**src/rtl/serial_slice_adder.sv**
```systemverilog
// serial_slice_adder: WIDTH-bit adder that works SLICE bits per clock, LSB
// slice first, carrying between slices in a register. A start/busy/done
// handshake frames each operation. Sum, Cout and OVF are registered and held
// until the next accepted start.
// Optional feature macro: SUB_MODE_EN adds a SUB input. When SUB=1 the block
// computes A - B as A + ~B + 1.
module serial_slice_adder #(
   parameter int WIDTH = 16,
   parameter int SLICE = 4
) (
   input  logic             clk,
   input  logic             rst,
   input  logic             start,
   input  logic [WIDTH-1:0] A,
   input  logic [WIDTH-1:0] B,
   input  logic             C0,
`ifdef SUB_MODE_EN
   input  logic             SUB,
`endif
   output logic             busy,
   output logic             done,
   output logic [WIDTH-1:0] Sum,
   output logic             Cout,
   output logic             OVF
);

   localparam int NSLICE = WIDTH / SLICE;
   localparam int CW     = (NSLICE > 1) ? $clog2(NSLICE) : 1;
   localparam logic [CW-1:0] LAST = CW'(NSLICE - 1);

   localparam logic [1:0] S_IDLE = 2'd0;
   localparam logic [1:0] S_RUN  = 2'd1;
   localparam logic [1:0] S_DONE = 2'd2;

   logic [1:0]       state;
   logic [CW-1:0]    cnt;
   logic             carry;
   logic [WIDTH-1:0] a_r;
   logic [WIDTH-1:0] b_r;
   logic [WIDTH-1:0] b_in;
   logic             c_in;
   logic             accept;
   int               idx;
   logic [SLICE-1:0] a_sl;
   logic [SLICE-1:0] b_sl;
   logic [SLICE:0]   s_sl;
   logic             msb_cin;

   assign busy   = (state == S_RUN);
   assign done   = (state == S_DONE);
   // A start is honoured in IDLE and in DONE, and it is never honoured while slices are running.
   assign accept = start && (state != S_RUN);

   // Condition the operands at accept time. Subtraction is folded into the stored B and the carry seed, so the run phase only ever adds.
   always_comb begin
      b_in = B;
      c_in = C0;
`ifdef SUB_MODE_EN
      if (SUB) begin
         b_in = ~B;
         c_in = 1'b1;
      end
`endif
   end

   // Add one slice. The carry into the MSB is recovered from the top sum bit so that OVF can be formed.
   always_comb begin
      idx     = int'(cnt) * SLICE;
      a_sl    = a_r[idx +: SLICE];
      b_sl    = b_r[idx +: SLICE];
      s_sl    = {1'b0, a_sl} + {1'b0, b_sl} + {{SLICE{1'b0}}, carry};
      msb_cin = a_sl[SLICE-1] ^ b_sl[SLICE-1] ^ s_sl[SLICE-1];
   end

   // Control FSM and datapath registers. Reset aborts any operation in flight.
   always_ff @(posedge clk) begin
      if (rst) begin
         state <= S_IDLE;
         cnt   <= '0;
         carry <= 1'b0;
         a_r   <= '0;
         b_r   <= '0;
         Sum   <= '0;
         Cout  <= 1'b0;
         OVF   <= 1'b0;
      end else if (accept) begin
         state <= S_RUN;
         cnt   <= '0;
         carry <= c_in;
         a_r   <= A;
         b_r   <= b_in;
         Sum   <= '0;
         Cout  <= 1'b0;
         OVF   <= 1'b0;
      end else begin
         case (state)
            S_RUN: begin
               Sum[idx +: SLICE] <= s_sl[SLICE-1:0];
               carry             <= s_sl[SLICE];
               if (cnt == LAST) begin
                  Cout  <= s_sl[SLICE];
                  OVF   <= s_sl[SLICE] ^ msb_cin;
                  state <= S_DONE;
               end else begin
                  cnt <= cnt + 1'b1;
               end
            end
            default: state <= S_IDLE;
         endcase
      end
   end

endmodule

```
**config.mk**
```make
export PLATFORM = sky130hd
export DESIGN_NAME = serial_slice_adder
export DESIGN_NICKNAME = d
export VERILOG_FILES = /design/src/rtl/serial_slice_adder.sv
export SDC_FILE = /design/constraint.sdc
export NUM_CORES = 1
export LEC_CHECK = 0
export CAP_MARGIN = 0
export CORE_MARGIN = 2
export CORE_UTILIZATION = 40
export DETAILED_ROUTE_END_ITERATION = 6
export PLACE_DENSITY = 0.65
export SLEW_MARGIN = 30
export SYNTH_ARGS = -nofsm -noshare
export SYNTH_HDL_FRONTEND = slang
export SYNTH_SLANG_ARGS = --single-unit
```
**constraint.sdc**
```tcl
create_clock -name clk -period 4 [get_ports clk]
set_input_delay 0.8 -clock clk [delete_from_list [all_inputs] [get_ports clk]]
set_output_delay 0.8 -clock clk [all_outputs]
set_load 0.03 [all_outputs]
```
---- Word-level counts from Yosys, hierarchy flattened ----
Cells that the tools add are included.
cells by class
  add/sub/neg operators ................... 4
  equality and inequality tests ........... 5
  shift operators ......................... 4
  muxes and demuxes ....................... 6
  bitwise gates (word level) .............. 5
  reductions and logical operators ........ 6
operator list
  cell                                                   number
  negator 4 -> 33 bit                                    1
  variable shift 4 x 33 -> 16 bit, first input constant  1
  indexed part select 4 x 33 -> 16 bit                   1
  indexed part select 16 x 5 -> 4 bit                    2
  bitwise mux 16 bit                                     1
  adder 4 x 4 -> 5 bit                                   1
  adder 5 x 1 -> 5 bit                                   1
  2-to-1 mux 1 bit                                       5
  == test 2 bit, second input constant                   2
  AND reduction 2 bit                                    2
  inequality test 3 x 1 -> 1 bit, second input constant  1
  OR reduction 3 bit                                     1
  XOR 1 bit                                              3
  adder 2 x 1 -> 2 bit, second input constant            1
  == test 2 x 1 -> 1 bit, second input constant          1
  inequality test 2 x 1 -> 1 bit, second input constant  1
  NOT 1 bit                                              2
  nonzero test 2 bit                                     1
  OR reduction 2 bit                                     1
  logical AND 1 bit                                      1
storage, ports and cells
  register bits after elaboration ......... 55
  output and inout port bits .............. 20
  word-level logic and storage cells ...... 39

---- Logic depth before layout (Yosys ltp) ----
Gate-level depths: netlist of the first run.
  word-level depth ........................ 5
  depth in mapped cells ................... 8
  gate-level depth less buffers ........... 7

---- Worst setup path before layout of the first run ----
No wires, ideal clock.
  kind .................................... register to register
  start ................................... register cnt[0]
  end ..................................... register OVF
  setup time .............................. 0.091 ns
  data arrival time ....................... 2.725 ns
  required time ........................... 3.909 ns
  path slack .............................. 1.184 ns
  stages on the path, launching flop included .. 9
  path buffers ............................ 1
  clock period less this slack ............ 2.816 ns
  cells stage by stage .................... dfxtp_1 buf_4 mux4_2 fa_1 fa_1 a21o_1 a21oi_2 xnor2_1 a311oi_1
on the way
  cells in the longest elaborated chain, start to end .. 5
RTL lines
  what                                                           line    text
  from (decl)                                                    36      logic [CW-1:0] cnt;
  from (signal assigned)                                         105     cnt <= cnt + 1'b1;
  indexed part select 16 x 5 -> 4 bit, on equally long branches  69, 70
  adder 4 x 4 -> 5 bit                                           71      s_sl = {1'b0, a_sl} + {1'b0, b_sl} + {{SLICE{1'b0}}, carry};
  adder 5 x 1 -> 5 bit                                           71
  XOR 1 bit                                                      72      msb_cin = a_sl[SLICE-1] ^ b_sl[SLICE-1] ^ s_sl[SLICE-1];
  XOR 1 bit                                                      102     OVF <= s_sl[SLICE] ^ msb_cin;
  to (signal assigned)                                           102
  to (decl)                                                      24      output logic OVF
Parallel ways exist; a longest one is shown, timed or not.
A chain may end at the register's enable or synchronous reset.

---- Worst setup path in the final report of the first run ----
  start ................................... register cnt[1]
  end ..................................... register OVF
The elaborated chain is that of the path after synthesis.

==> flow_summary.ini, run 1 <==
[run_status]
status = finished clean

[layout]
fillers = 624
fin_cells = 389
layout-drive-gt1-share_pct = 24.7
antenna_cells = 0
syn2layout_area_growth_pct = 22.4
final_nets = 359

[synth]
yosysMostFrequentCell = dfxtp_1
yosys_warnings = 0
synthCells = 265
seq_area_frac_synth_pct = 41.3
yosysTopAreaCellShare_pct = 41.3
yosys.area.top_type = dfxtp_1
synth-main-ff-cell = dfxtp_1
synthesis.nets = 312
synthArstFlopShare_pct = 0
synth_seq_cells = 55
synthDistinctLibCells = 35
synth_edf_count = 0
synth.area.top_cells = dfxtp_1 41%, a21oi_2 9.9%, nand2_1 7.6%
synth_area_um2 = 2670
syn_area_per_cell_um2 = 10.1
synthTopCellsByCount = 55 x dfxtp_1, 54 x nand2_1, 30 x a21oi_2, 21 x nor2_1, 20 x nand2_2

[power_and_ir_drop]
p_comb_share_pct = 18.4
p_leak_nw = 1.16
irDropWorstVdd_uv = 173
seq_power_share_pct = 53.8
p_sw_share_pct = 26.7
internal_power_uw = 797
clkPwrFrac_pct = 27.8
p_sw_uw = 290
powerDensity_nw_per_um2 = 333

[job]
maxCapViolations = 0

[setup_path]
worstSetupPathType = register to register
crit_required_ns = 4.20
crit_top_cell = fa_1
startpoint = cnt[1]$_SDFFE_PP0P_
arrival_ns = 3.11
cp_slowest_cell = dfxtp_1
start_kind = register
crit_fanout = 13
regToRegStartpoint = cnt[1]$_SDFFE_PP0P_
crit_chain = mux4_2 -> fa_1 -> fa_1 -> a21o_1 -> a21oi_2 -> xnor2_1 -> a311oi_1
cp-end-kind = register
cp_slowest_stage_delay_ns = 0.65

[min_path]
min_from = b_r[2]$_SDFFE_PP0P_
hold_class = register to register

[cts]
ctsResizeCount = 0
cts_setup_buffers = 0
insertion_delay_ns = 0.30
hold_buffers = 0
clk_pin_slew_ns = 0.09
cts.htree.levels = 2
cts_root_buffer = clkbuf_8
clockBufferDepth = 2
numCtsBuffers = 5
cts_tree = built
clkSinkCount = 55

[timing]
max_freq_ghz = 0.344
worst_pin_slew_ns = 0.750
setup_viol = 0
tns_ns = 0
slew_viol_final = 0
rsz0062_at_grt = false
min_period_ns = 2.91
finalCritPeriodShare_pct = 72.7
relSlewSlack_pct = 50.0
finClkSkew_ns = 0.00479
finalWorstSetupSlack_ns = 1.09
finalHoldViolations = 0

[floorplanning]
rows = 29
die_area_um2 = 7340
ios = 56
core_area_um2 = 6390
die_h_um = 85.6
start_util_pct = 41.8
die_w_um = 85.6

[placement]
place_hpwl_um = 4100
dpl.cell_count = 382
io_buffers = 55
gp_congestion = 0.810
post-place-ws_ns = 1.11

[drt]
viasPerCell = 5.07
wl_um = 5460
wl_met2_um = 2580
drtPass1Iterations = 4
post_drt_wl_per_cell_um = 14.0
drtAntennaViolNets = 0
drtIter0Drc = 100
dr.max_layer_used = met4
vias = 1972
dr_wl_met3_um = 229
drc_errors = 0
wl_met1_um = 2630

[global_route]
grt_antenna_before_repair = 0
grt_pass1_wl_um = 9270
grt.overflow.total = 0
first_global_vias = 1909
grt_max_degree = 36
grt_usage_pct = 15.8
## stage by stage
stage	total power, mW	util, %	hold WS (ns)	area, um^2
detailed placement	0.800	49.7	0.448	3180
global placement	0.797	49.7	0.443	3180
CTS	1.10	51.1	0.462	3260
floorplan	0.744	-	0.433	2670
finish	1.09	51.1	0.458	3260
global route	1.14	51.1	0.482	3260
## flip-flops by register name, summed over array words and instances (netlist names)
register  cells
b_r          16
Sum          16
state         2
OVF           1
cnt           2
carry         1
a_r          16
Cout          1
## layer usage
metal / vias to the layer above / global-route usage [%]
met3: 2 / 2.89
met1: 922 / 22.2
met2: 49 / 24.9
li1: 999 / -
met5: - / 0
met4: 0 / 4.76
## worst max-delay path: cells and delay by family (launching register included)
family          cells  cell delay, ns
xor+xnor            1            0.08
compound gates      3            0.64
flops               1            0.65
mux                 1            0.58
fa+ha+maj           2            0.84
## cell usage in the layout, fill, tap and decap left out, types with 6 or more instances in the layout
master / n
a21oi_2: 30
clkbuf_8: 6
nand2_1: 54
a22oi_1: 12
ha_1: 9
mux4_2: 8
dfxtp_1: 55
nor2_1: 21
a21oi_1: 6
nand2_2: 20
clkdlybuf4s50_1: 54
## power by group through the flow
stage / registers, mW / logic, mW / clock network (mW)
6_report: 0.585 / 0.200 / 0.302
2_1_floorplan: 0.596 / 0.148 / 0
5_1_grt: 0.588 / 0.221 / 0.334
3_3_place_gp: 0.598 / 0.199 / 0
3_5_place_dp: 0.598 / 0.202 / 0
4_1_cts: 0.586 / 0.202 / 0.317
## worst paths after layout
| check | depth (start not counted) | slack, ns | to |
|---|---|---|---|
| worst min-delay path | 2 | 0.46 | b_r[2]$_SDFFE_PP0P_ |
| worst min register to register | 2 | 0.46 | b_r[2]$_SDFFE_PP0P_ |
| worst max-delay path | 7 | 1.09 | OVF$_SDFFE_PP0P_ |
| worst max register to register | 7 | 1.09 | OVF$_SDFFE_PP0P_ |
## cells by family after synthesis
kind of cell	count (synthesis)	share of synthesized area [%]
AO/OA/AOI/OAI	60	18.0
XOR/XNOR	3	0.986
adder cells (fa/ha/maj)	11	5.73
buffers and inverters	20	5.96
flip-flops	55	41.3
multiplexers	8	6.76
AND/OR/NAND/NOR	108	21.3
## layout make-up
type	instances	area, um^2	share of cell area, %
sequential	55	1100	33.7
multi-input combinational	190	1410	43.1
clock inverter	1	5.00	0.153
timing repair buffer	57	561	17.2
clock buffer	6	82.6	2.53
inverter	3	11.3	0.345
tap	77	96.3	2.95
Note: power is estimated with default switching activity, not from simulation.
==> inputs of run 2 (changes only) <==
==> constraint.sdc (replaced) <==
create_clock -name clk -period 2.8 [get_ports clk]
set_input_delay 0.56 -clock clk [delete_from_list [all_inputs] [get_ports clk]]
set_output_delay 0.56 -clock clk [all_outputs]
set_load 0.03 [all_outputs]
==> flow_summary.ini, run 2 (synthesized netlist as in run 1, its figures left out) <==
[drt]
drtIter0Drc = 91
viasPerCell = 4.98
vias = 1966
wl_um = 5410
drc_errors = 0
drtPass1Iterations = 4
drtAntennaViolNets = 0
post_drt_wl_per_cell_um = 13.7

[floorplanning]
die_w_um = 85.6
rows = 29
die_area_um2 = 7340
core_area_um2 = 6390
ios = 56
start_util_pct = 41.8
die_h_um = 85.6

[cts]
cts_root_buffer = clkbuf_8
insertion_delay_ns = 0.31
ctsResizeCount = 0
clk_pin_slew_ns = 0.09
clockBufferDepth = 2
cts.htree.levels = 2
clkSinkCount = 55
cts_tree = built
numCtsBuffers = 5
hold_buffers = 0
cts_setup_buffers = 0

[placement]
dpl.cell_count = 387
io_buffers = 55
place_hpwl_um = 3980
gp_congestion = 0.829
placed_area_um2 = 3210
post-place-ws_ns = 0.241

[layout]
syn2layout_area_growth_pct = 23.7
fin_cells = 395
reg_top3 = Sum: 16 flops, a_r: 16 flops, b_r: 16 flops
fin_area_um2 = 3300
final_nets = 364
fin_util_pct = 51.6
mostFrequentLayoutCell = dfxtp_1
layout_common_cells = 55 x dfxtp_1, 54 x nand2_1, 54 x clkdlybuf4s50_1, 30 x a21oi_2, 21 x nor2_1
antenna_cells = 0
layout-drive-gt1-share_pct = 25.8

[setup_path]
arrival_ns = 2.81
cp_slowest_cell = fa_1
path_delay_family = adder cells
reg2reg_to = OVF$_SDFFE_PP0P_
reg2reg_setup_slack_ns = 0.21
start_kind = register
worst-path-buf-inv = 1
worstSetupPathType = register to register
r2r_cells = 8
cp_num_cells = 8
crit_end = OVF$_SDFFE_PP0P_
crit_chain = buf_4 -> mux4_2 -> fa_1 -> fa_1 -> a21o_1 -> a21oi_2 -> xnor2_1 -> a311oi_1
crit_top_cell = fa_1
cp-end-kind = register
startpoint = cnt[0]$_SDFFE_PP0P_
regToRegStartpoint = cnt[0]$_SDFFE_PP0P_
crit_fanout = 9
cp_slowest_stage_delay_ns = 0.43
crit_required_ns = 3.02

[global_route]
grt_antenna_before_repair = 0
first_global_vias = 1926
grt_pass1_wl_um = 9180
grt_max_degree = 36
grt_usage_pct = 15.7
grt.overflow.total = 0

[power_and_ir_drop]
powerDensity_nw_per_um2 = 472
p_leak_nw = 1.18
power_mw = 1.56
irDropWorstVdd_uv = 256

[run_status]
status = finished clean

[timing]
finalHoldViolations = 0
setup_viol = 0
slew_viol_final = 0
tns_ns = 0
worst_pin_slew_ns = 0.535
relSlewSlack_pct = 64.4
finalWorstSetupSlack_ns = 0.212
finalCritPeriodShare_pct = 92.4
finClkSkew_ns = 0.00866
min_period_ns = 2.59
max_freq_ghz = 0.386
rsz0062_at_grt = false
hold-worst-slack_ns = 0.460

[min_path]
hold_class = register to register

[job]
maxCapViolations = 0
run 2: changes by cell type in the layout (fill, tap and decap cells not counted):
cell        delta
clkbuf_8       -1
clkbuf_1       +1
buf_4          +5
clkinvlp_4     +1
run 2: where the power goes:
group	total, mW	internal, mW	leakage (nW)	switching (mW)
Clock	0.425	0.175	0.0412	0.249
Combinational	0.297	0.134	0.692	0.163
Sequential	0.834	0.815	0.449	0.0187
Total	1.56	1.12	1.18	0.432
run 2: final cells by class:
cell class / instances / area (um^2)
Fill cell: 607 / 3090
Multi-Input combinational cell: 190 / 1410
Sequential cell: 55 / 1100
Timing Repair Buffer: 62 / 598
Tap cell: 77 / 96.3
Clock buffer: 6 / 72.6
Clock inverter: 2 / 12.5
Inverter: 3 / 11.3
run 2: worst min-delay path, stage by stage (launching register included):
cell and delay, ns:
dfxtp_1 0.32, nand2_1 0.05, a21oi_1 0.05
run 2: worst min path at each step:
stage	start	end	slack (ns)	depth (start not counted)
2_1_floorplan	b_r[1]$_SDFFE_PP0P_	b_r[1]$_SDFFE_PP0P_	0.43	2
3_3_place_gp	b_r[2]$_SDFFE_PP0P_	b_r[2]$_SDFFE_PP0P_	0.44	2
3_5_place_dp	b_r[1]$_SDFFE_PP0P_	b_r[1]$_SDFFE_PP0P_	0.45	2
4_1_cts	b_r[1]$_SDFFE_PP0P_	b_r[1]$_SDFFE_PP0P_	0.46	2
5_1_grt	a_r[3]$_SDFFE_PP0P_	a_r[3]$_SDFFE_PP0P_	0.49	2
6_report	b_r[1]$_SDFFE_PP0P_	b_r[1]$_SDFFE_PP0P_	0.46	2
run 2: routing by layer:
layer | part of all wire [%] | vias up | track usage (%) | wire, um
li1 | - | 1008 | - | -
met1 | 48 | 900 | 21.3 | 2620
met2 | 46 | 49 | 25.3 | 2460
met3 | 4.5 | 9 | 3.37 | 243
met4 | 1.5 | 0 | 4.33 | 82
met5 | 0 | - | 0 | 0
==> inputs of run 3 (changes only) <==
--- a/config.mk
+++ b/config.mk
@@ -8,9 +8,11 @@
 export CAP_MARGIN = 0
 export CORE_MARGIN = 2
 export CORE_UTILIZATION = 40
+export CTS_CLUSTER_SIZE = 14
 export DETAILED_ROUTE_END_ITERATION = 6
 export PLACE_DENSITY = 0.65
 export SLEW_MARGIN = 30
 export SYNTH_ARGS = -nofsm -noshare
 export SYNTH_HDL_FRONTEND = slang
 export SYNTH_SLANG_ARGS = --single-unit
+export TNS_END_PERCENT = 20
==> results of run 3 <==
Same layout as run 2: the final DEF is identical, and so are final timing and power.
==> RTL change 1 (flow settings as in run 1) <==
`SLICE`: 4 -> 8.
--- a/src/rtl/serial_slice_adder.sv
+++ b/src/rtl/serial_slice_adder.sv
@@ -8,3 +8,3 @@
    parameter int WIDTH = 16,
-   parameter int SLICE = 4
+   parameter int SLICE = 8
 ) (
Check against the original RTL: not equivalent (a bounded check fails within 4 cycles, from zero or initial values and one cycle with rst high).
==> RTL change 1 against run 1 <==
  * Power increased by 2.9%
  * Final area fell by 4.6%
  * Area after synthesis shrank 10%
  * Sequential share of layout area rose by 0.98 points
  * First-iteration DRC count fell by 23%
  * Non-clock buffer count rose by 3
  * Clock power increased by 12%
  * Worst setup slack gained 240 ps
  * Sequential cell count down 1
  * Wire length down 7.0%
  * Fmax increased by 9.1%
  * Critical path type unchanged
==> RTL change 1: results (changes against run 1) <==
leading post-synthesis cells by instance count -> sky130_fd_sc_hd__nand2_1 (86), sky130_fd_sc_hd__dfxtp_1 (54), sky130_fd_sc_hd__a21oi_1 (47) (was sky130_fd_sc_hd__dfxtp_1 (55), sky130_fd_sc_hd__nand2_1 (54), sky130_fd_sc_hd__a21oi_2 (30))
HPWL after DPL -> 3740 µm (was 4100 µm)
reg-to-reg endpoint -> Sum[14]$_SDFFE_PP0P_ (was OVF$_SDFFE_PP0P_)
pin count of the biggest net entering global routing -> 35 (was 36)
number of global-route vias before repair -> 1838 (was 1909)
post-place instance area -> 0.00300 mm² (was 0.00318 mm²)
sequential-cell power consumption -> 0.578 mW (was 0.585 mW)
number of optimization iterations in the first detailed-route pass -> 4 (unchanged)
Synthesized Nets -> 331 (was 312)
peak supply drop -> 0.187 mV (was 0.173 mV)
drt first-iter violations -> 77 (was 100)
first-pass GRT wire length -> 8220 µm (was 9270 µm)
slew at the pin with the worst max-slew slack -> 588 ps (was 750 ps)
combinational power -> 0.201 mW
buffer depth of the longest clock path -> 2 (unchanged)
cell depth of the worst flop-to-flop path -> 8 (was 7)
data arrival time of the critical path -> 2840 ps (was 3110 ps)
setup skew after layout -> 4.18 ps (was 4.79 ps)
startpoint of the worst-slack reg-to-reg timing path -> cnt$_SDFFE_PP0P_ (was cnt[1]$_SDFFE_PP0P_)
total clock network power -> 0.339 mW (was 0.302 mW)
share of cells above drive strength 1 -> 9.79% (was 24.7%)
Net Sw Power -> 0.286 mW (was 0.290 mW)
net total in the final layout -> 381 (was 359)
mean number of vias per cell -> 4.96 (was 5.07)
leakage component of the power -> 1.20 nW (was 1.16 nW)
WS Path Type -> flip-flop to flip-flop (unchanged)
Final Wtd Congestion -> 0.808 (was 0.810)
CTS-repair resized insts -> 0 (unchanged)
status -> finished, final reports clean (unchanged)
final routed wire length divided by cell count -> 12.3 µm (was 14.0 µm)
H-tree Lvls -> 2 (unchanged)
Seq/Total Area, Yosys -> 45.2% (was 41.3%)
overall routing resource usage -> 16.2% (was 15.8%)
largest registers in the final layout -> Sum: 16 flops, a_r: 16 flops, b_r: 16 flops (unchanged)
cell types with the largest area share after synthesis -> sky130_fd_sc_hd__dfxtp_1 (45%), sky130_fd_sc_hd__nand2_1 (14%), sky130_fd_sc_hd__a21oi_1 (9.8%), sky130_fd_sc_hd__mux2_2 (7.5%), sky130_fd_sc_hd__ha_1 (3.7%) (was sky130_fd_sc_hd__dfxtp_1 (41%), sky130_fd_sc_hd__a21oi_2 (9.9%), sky130_fd_sc_hd__nand2_1 (7.6%), sky130_fd_sc_hd__mux4_2 (6.8%), sky130_fd_sc_hd__nand2_2 (4.7%))
number of different library cells in the post-synthesis netlist -> 29 (was 35)
peak fanout along the critical path -> 3 (was 13)
slack of the worst reg-to-reg path -> 1340 ps (was 1090 ps)
## RTL change 1: cell types whose count changed after synthesis, moves of 9 or more
cell / before / now
sky130_fd_sc_hd__a21oi_1: 6 / 47
sky130_fd_sc_hd__a21oi_2: 30 / 0
sky130_fd_sc_hd__a22oi_1: 12 / 0
sky130_fd_sc_hd__clkbuf_1: 3 / 12
sky130_fd_sc_hd__mux2_2: 0 / 16
sky130_fd_sc_hd__nand2_1: 54 / 86
sky130_fd_sc_hd__nand2_2: 20 / 0
sky130_fd_sc_hd__nor2_1: 21 / 7
## RTL change 1: final cells by class
type,instances,area (µm²)
timing repair buffer,60,588
sequential,54,1080
clock buffer,8,110
tap,75,93.8
multi-input combinational,213,1230
inverter,2,7.51
fill,555,2740
## RTL change 1: cells by family after synthesis
kind of cell	Yosys count	share of synthesized area, %
xor gates and xnor gates	6	2.20
buffers and inverters	19	3.19
muxes	16	7.54
DFF	54	45.2
AOI/OAI and AO/OA	68	16.3
and+or+nand+nor	114	20.2
adders and majority gates	9	5.34
## RTL change 1: worst min-delay path by stage
stage / depth (start not counted) / from / to / slack (ps)
2_1_floorplan: 2 / a_r[10]$_SDFFE_PP0P_ / a_r[10]$_SDFFE_PP0P_ / 430
3_3_place_gp: 2 / a_r[10]$_SDFFE_PP0P_ / a_r[10]$_SDFFE_PP0P_ / 440
3_5_place_dp: 2 / a_r[10]$_SDFFE_PP0P_ / a_r[10]$_SDFFE_PP0P_ / 450
4_1_cts: 2 / a_r[10]$_SDFFE_PP0P_ / a_r[10]$_SDFFE_PP0P_ / 460
5_1_grt: 2 / Sum[11]$_SDFFE_PP0P_ / Sum[11]$_SDFFE_PP0P_ / 480
6_report: 2 / Sum[11]$_SDFFE_PP0P_ / Sum[11]$_SDFFE_PP0P_ / 460
## RTL change 1: per-layer routing
metal | global-route usage, % | vias to the layer above | share of wire [%]
met2 | 27.0 | 48 | 47
met5 | 0 | - | 0
met1 | 20.8 | 926 | 48
met3 | 3.00 | 4 | 4.1
met4 | 5.59 | 0 | 1.1
li1 | - | 1067 | -
## RTL change 1: critical path, cell delays in order, from the launching register on
cell	delay [ps]
sky130_fd_sc_hd__dfxtp_1	370
sky130_fd_sc_hd__mux2_2	360
sky130_fd_sc_hd__fa_1	450
sky130_fd_sc_hd__fa_1	430
sky130_fd_sc_hd__a21o_1	190
sky130_fd_sc_hd__a21oi_1	250
sky130_fd_sc_hd__o21ai_0	150
sky130_fd_sc_hd__xnor2_1	230
sky130_fd_sc_hd__o21ai_0	120
## RTL change 1: stage by stage
step,std cells,worst slack [ps],util (%)
CTS,412,1330,53.2
floorplan,286,1140,-
global route,412,1180,53.2
finish,412,1340,53.2
detailed placement,404,1350,51.3
global placement,404,1400,51.3
==> RTL change 2 (flow settings as in run 1) <==
Made on the original files. Make the reset (`rst`) asynchronous in one clocked block.
--- a/src/rtl/serial_slice_adder.sv
+++ b/src/rtl/serial_slice_adder.sv
@@ -75,3 +75,3 @@
    // Control FSM and datapath registers. Reset aborts any operation in flight.
-   always_ff @(posedge clk) begin
+   always_ff @(posedge clk or posedge rst) begin
       if (rst) begin
Check against the original RTL: differs if rst is asserted again (counterexample within 4 cycles, from zero or initial values and one cycle with rst high); with rst held inactive, the same outputs for 10 cycles.
==> RTL change 2 against run 1 <==
  * Non-clock buffer count down 2
  * Wire length down 6.4%
  * Worst setup slack worse by 180 ps
  * Critical path depth unchanged
  * Fmax down 6.0%
  * Area after synthesis down 4.7%
  * Global-route usage down 0.54 points
  * Final area down 1.5%
  * Clock skew up 8.8 ps
  * Sequential cell count unchanged
  * Largest cell class is now registers
Power is not compared: it rests on default switching activity, and its combinational part moved more than twofold at a synthesized area within 25%.
==> RTL change 2: results (changes against run 1) <==
net total in the final layout -> 329 (was 359)
pre-CTS setup slack -> 922 ps (was 1110 ps)
hold wc startpoint -> b_r[8]$_DFFE_PP0P_ (was b_r[2]$_SDFFE_PP0P_)
first-pass GRT wire length -> 8690 µm (was 9270 µm)
final routed wire length divided by cell count -> 14.1 µm (was 14.0 µm)
slack of the worst reg-to-reg path -> 910 ps (was 1090 ps)
cell types with the largest area share after synthesis -> sky130_fd_sc_hd__dfrtp_1 (54%), sky130_fd_sc_hd__nand2_1 (15%), sky130_fd_sc_hd__mux4_2 (7.1%), sky130_fd_sc_hd__a22o_1 (5.5%), sky130_fd_sc_hd__ha_1 (3.4%) (was sky130_fd_sc_hd__dfxtp_1 (41%), sky130_fd_sc_hd__a21oi_2 (9.9%), sky130_fd_sc_hd__nand2_1 (7.6%), sky130_fd_sc_hd__mux4_2 (6.8%), sky130_fd_sc_hd__nand2_2 (4.7%))
total instance count after detailed placement -> 354 (was 382)
share of cells above drive strength 1 -> 9.47% (was 24.7%)
combinational power -> 1.51 mW
Final Wtd Congestion -> 0.779 (was 0.810)
maximum clock frequency -> 323 MHz (was 344 MHz)
pin count of the biggest net entering global routing -> 56 (was 36)
final wirelength -> 5110 µm (was 5460 µm)
destination of the worst hold path -> b_r[8]$_DFFE_PP0P_ (was b_r[2]$_SDFFE_PP0P_)
crit path from -> cnt[0]$_DFFE_PP0P_ (was cnt[1]$_SDFFE_PP0P_)
Seq/Total Area, Yosys -> 54.2% (was 41.3%)
setup skew after layout -> 13.6 ps (was 4.79 ps)
leading post-synthesis cells by instance count -> sky130_fd_sc_hd__nand2_1 (100), sky130_fd_sc_hd__dfrtp_1 (55), sky130_fd_sc_hd__a22o_1 (16) (was sky130_fd_sc_hd__dfxtp_1 (55), sky130_fd_sc_hd__nand2_1 (54), sky130_fd_sc_hd__a21oi_2 (30))
mean number of vias per cell -> 4.86 (was 5.07)
Synthesized Nets -> 277 (was 312)
worst-case headroom to the max-slew limit -> 56.1% (was 50.0%)
overall routing resource usage -> 15.3% (was 15.8%)
synthesized area divided by synthesized cell count -> 11.0 µm² (was 10.1 µm²)
hold_ws -> 477 ps (was 458 ps)
HPWL after DPL -> 3720 µm (was 4100 µm)
Post-synth ARST share -> 100% (was 0%)
critical path's slowest cell -> sky130_fd_sc_hd__dfrtp_1 (was sky130_fd_sc_hd__dfxtp_1)
Critical Path End -> OVF$_DFFE_PP0P_ (was OVF$_SDFFE_PP0P_)
slowest cell delay on critical path -> 770 ps (was 650 ps)
post-place instance area -> 0.00312 mm² (was 0.00318 mm²)
antenna violations before repair -> 0 (unchanged)
number of global-route vias before repair -> 1785 (was 1909)
buffers inserted by post-CTS timing repair -> 0 (unchanged)
number of different library cells in the post-synthesis netlist -> 34 (was 35)
status -> finished, final reports clean (unchanged)
==> RTL change 2: cell count changes after synthesis, sizes merged, moves of 4 or more <==
cell | before | now
a22oi | 12 | 0
buf | 14 | 7
a22o | 0 | 16
a21oi | 36 | 6
nor2 | 21 | 2
dfxtp | 55 | 0
nand2 | 75 | 101
dfrtp | 0 | 55
a32oi | 4 | 0
==> RTL change 2: cell type report <==
type,instances,area [µm²]
Clock buffer,6,72.6
Tap cell,77,96.3
Timing Repair Buffer,55,551
Sequential cell,55,1380
Inverter,5,26.3
Clock inverter,2,17.5
Fill cell,607,3030
Multi-Input combinational cell,162,1070
==> RTL change 2: logic make-up after synthesis <==
family | share of synthesized area, %
buf+inv | 3.54
simple gates | 18.9
compound gates | 10.2
xor+xnor | 1.03
fa+ha+maj | 5.02
flops | 54.2
mux | 7.09
==> RTL change 2: routing by layer <==
layer	track usage (%)	wire length, µm
met5	0	0
met2	24.7	2390
met3	3.26	249
met1	20.6	2380
met4	4.99	89
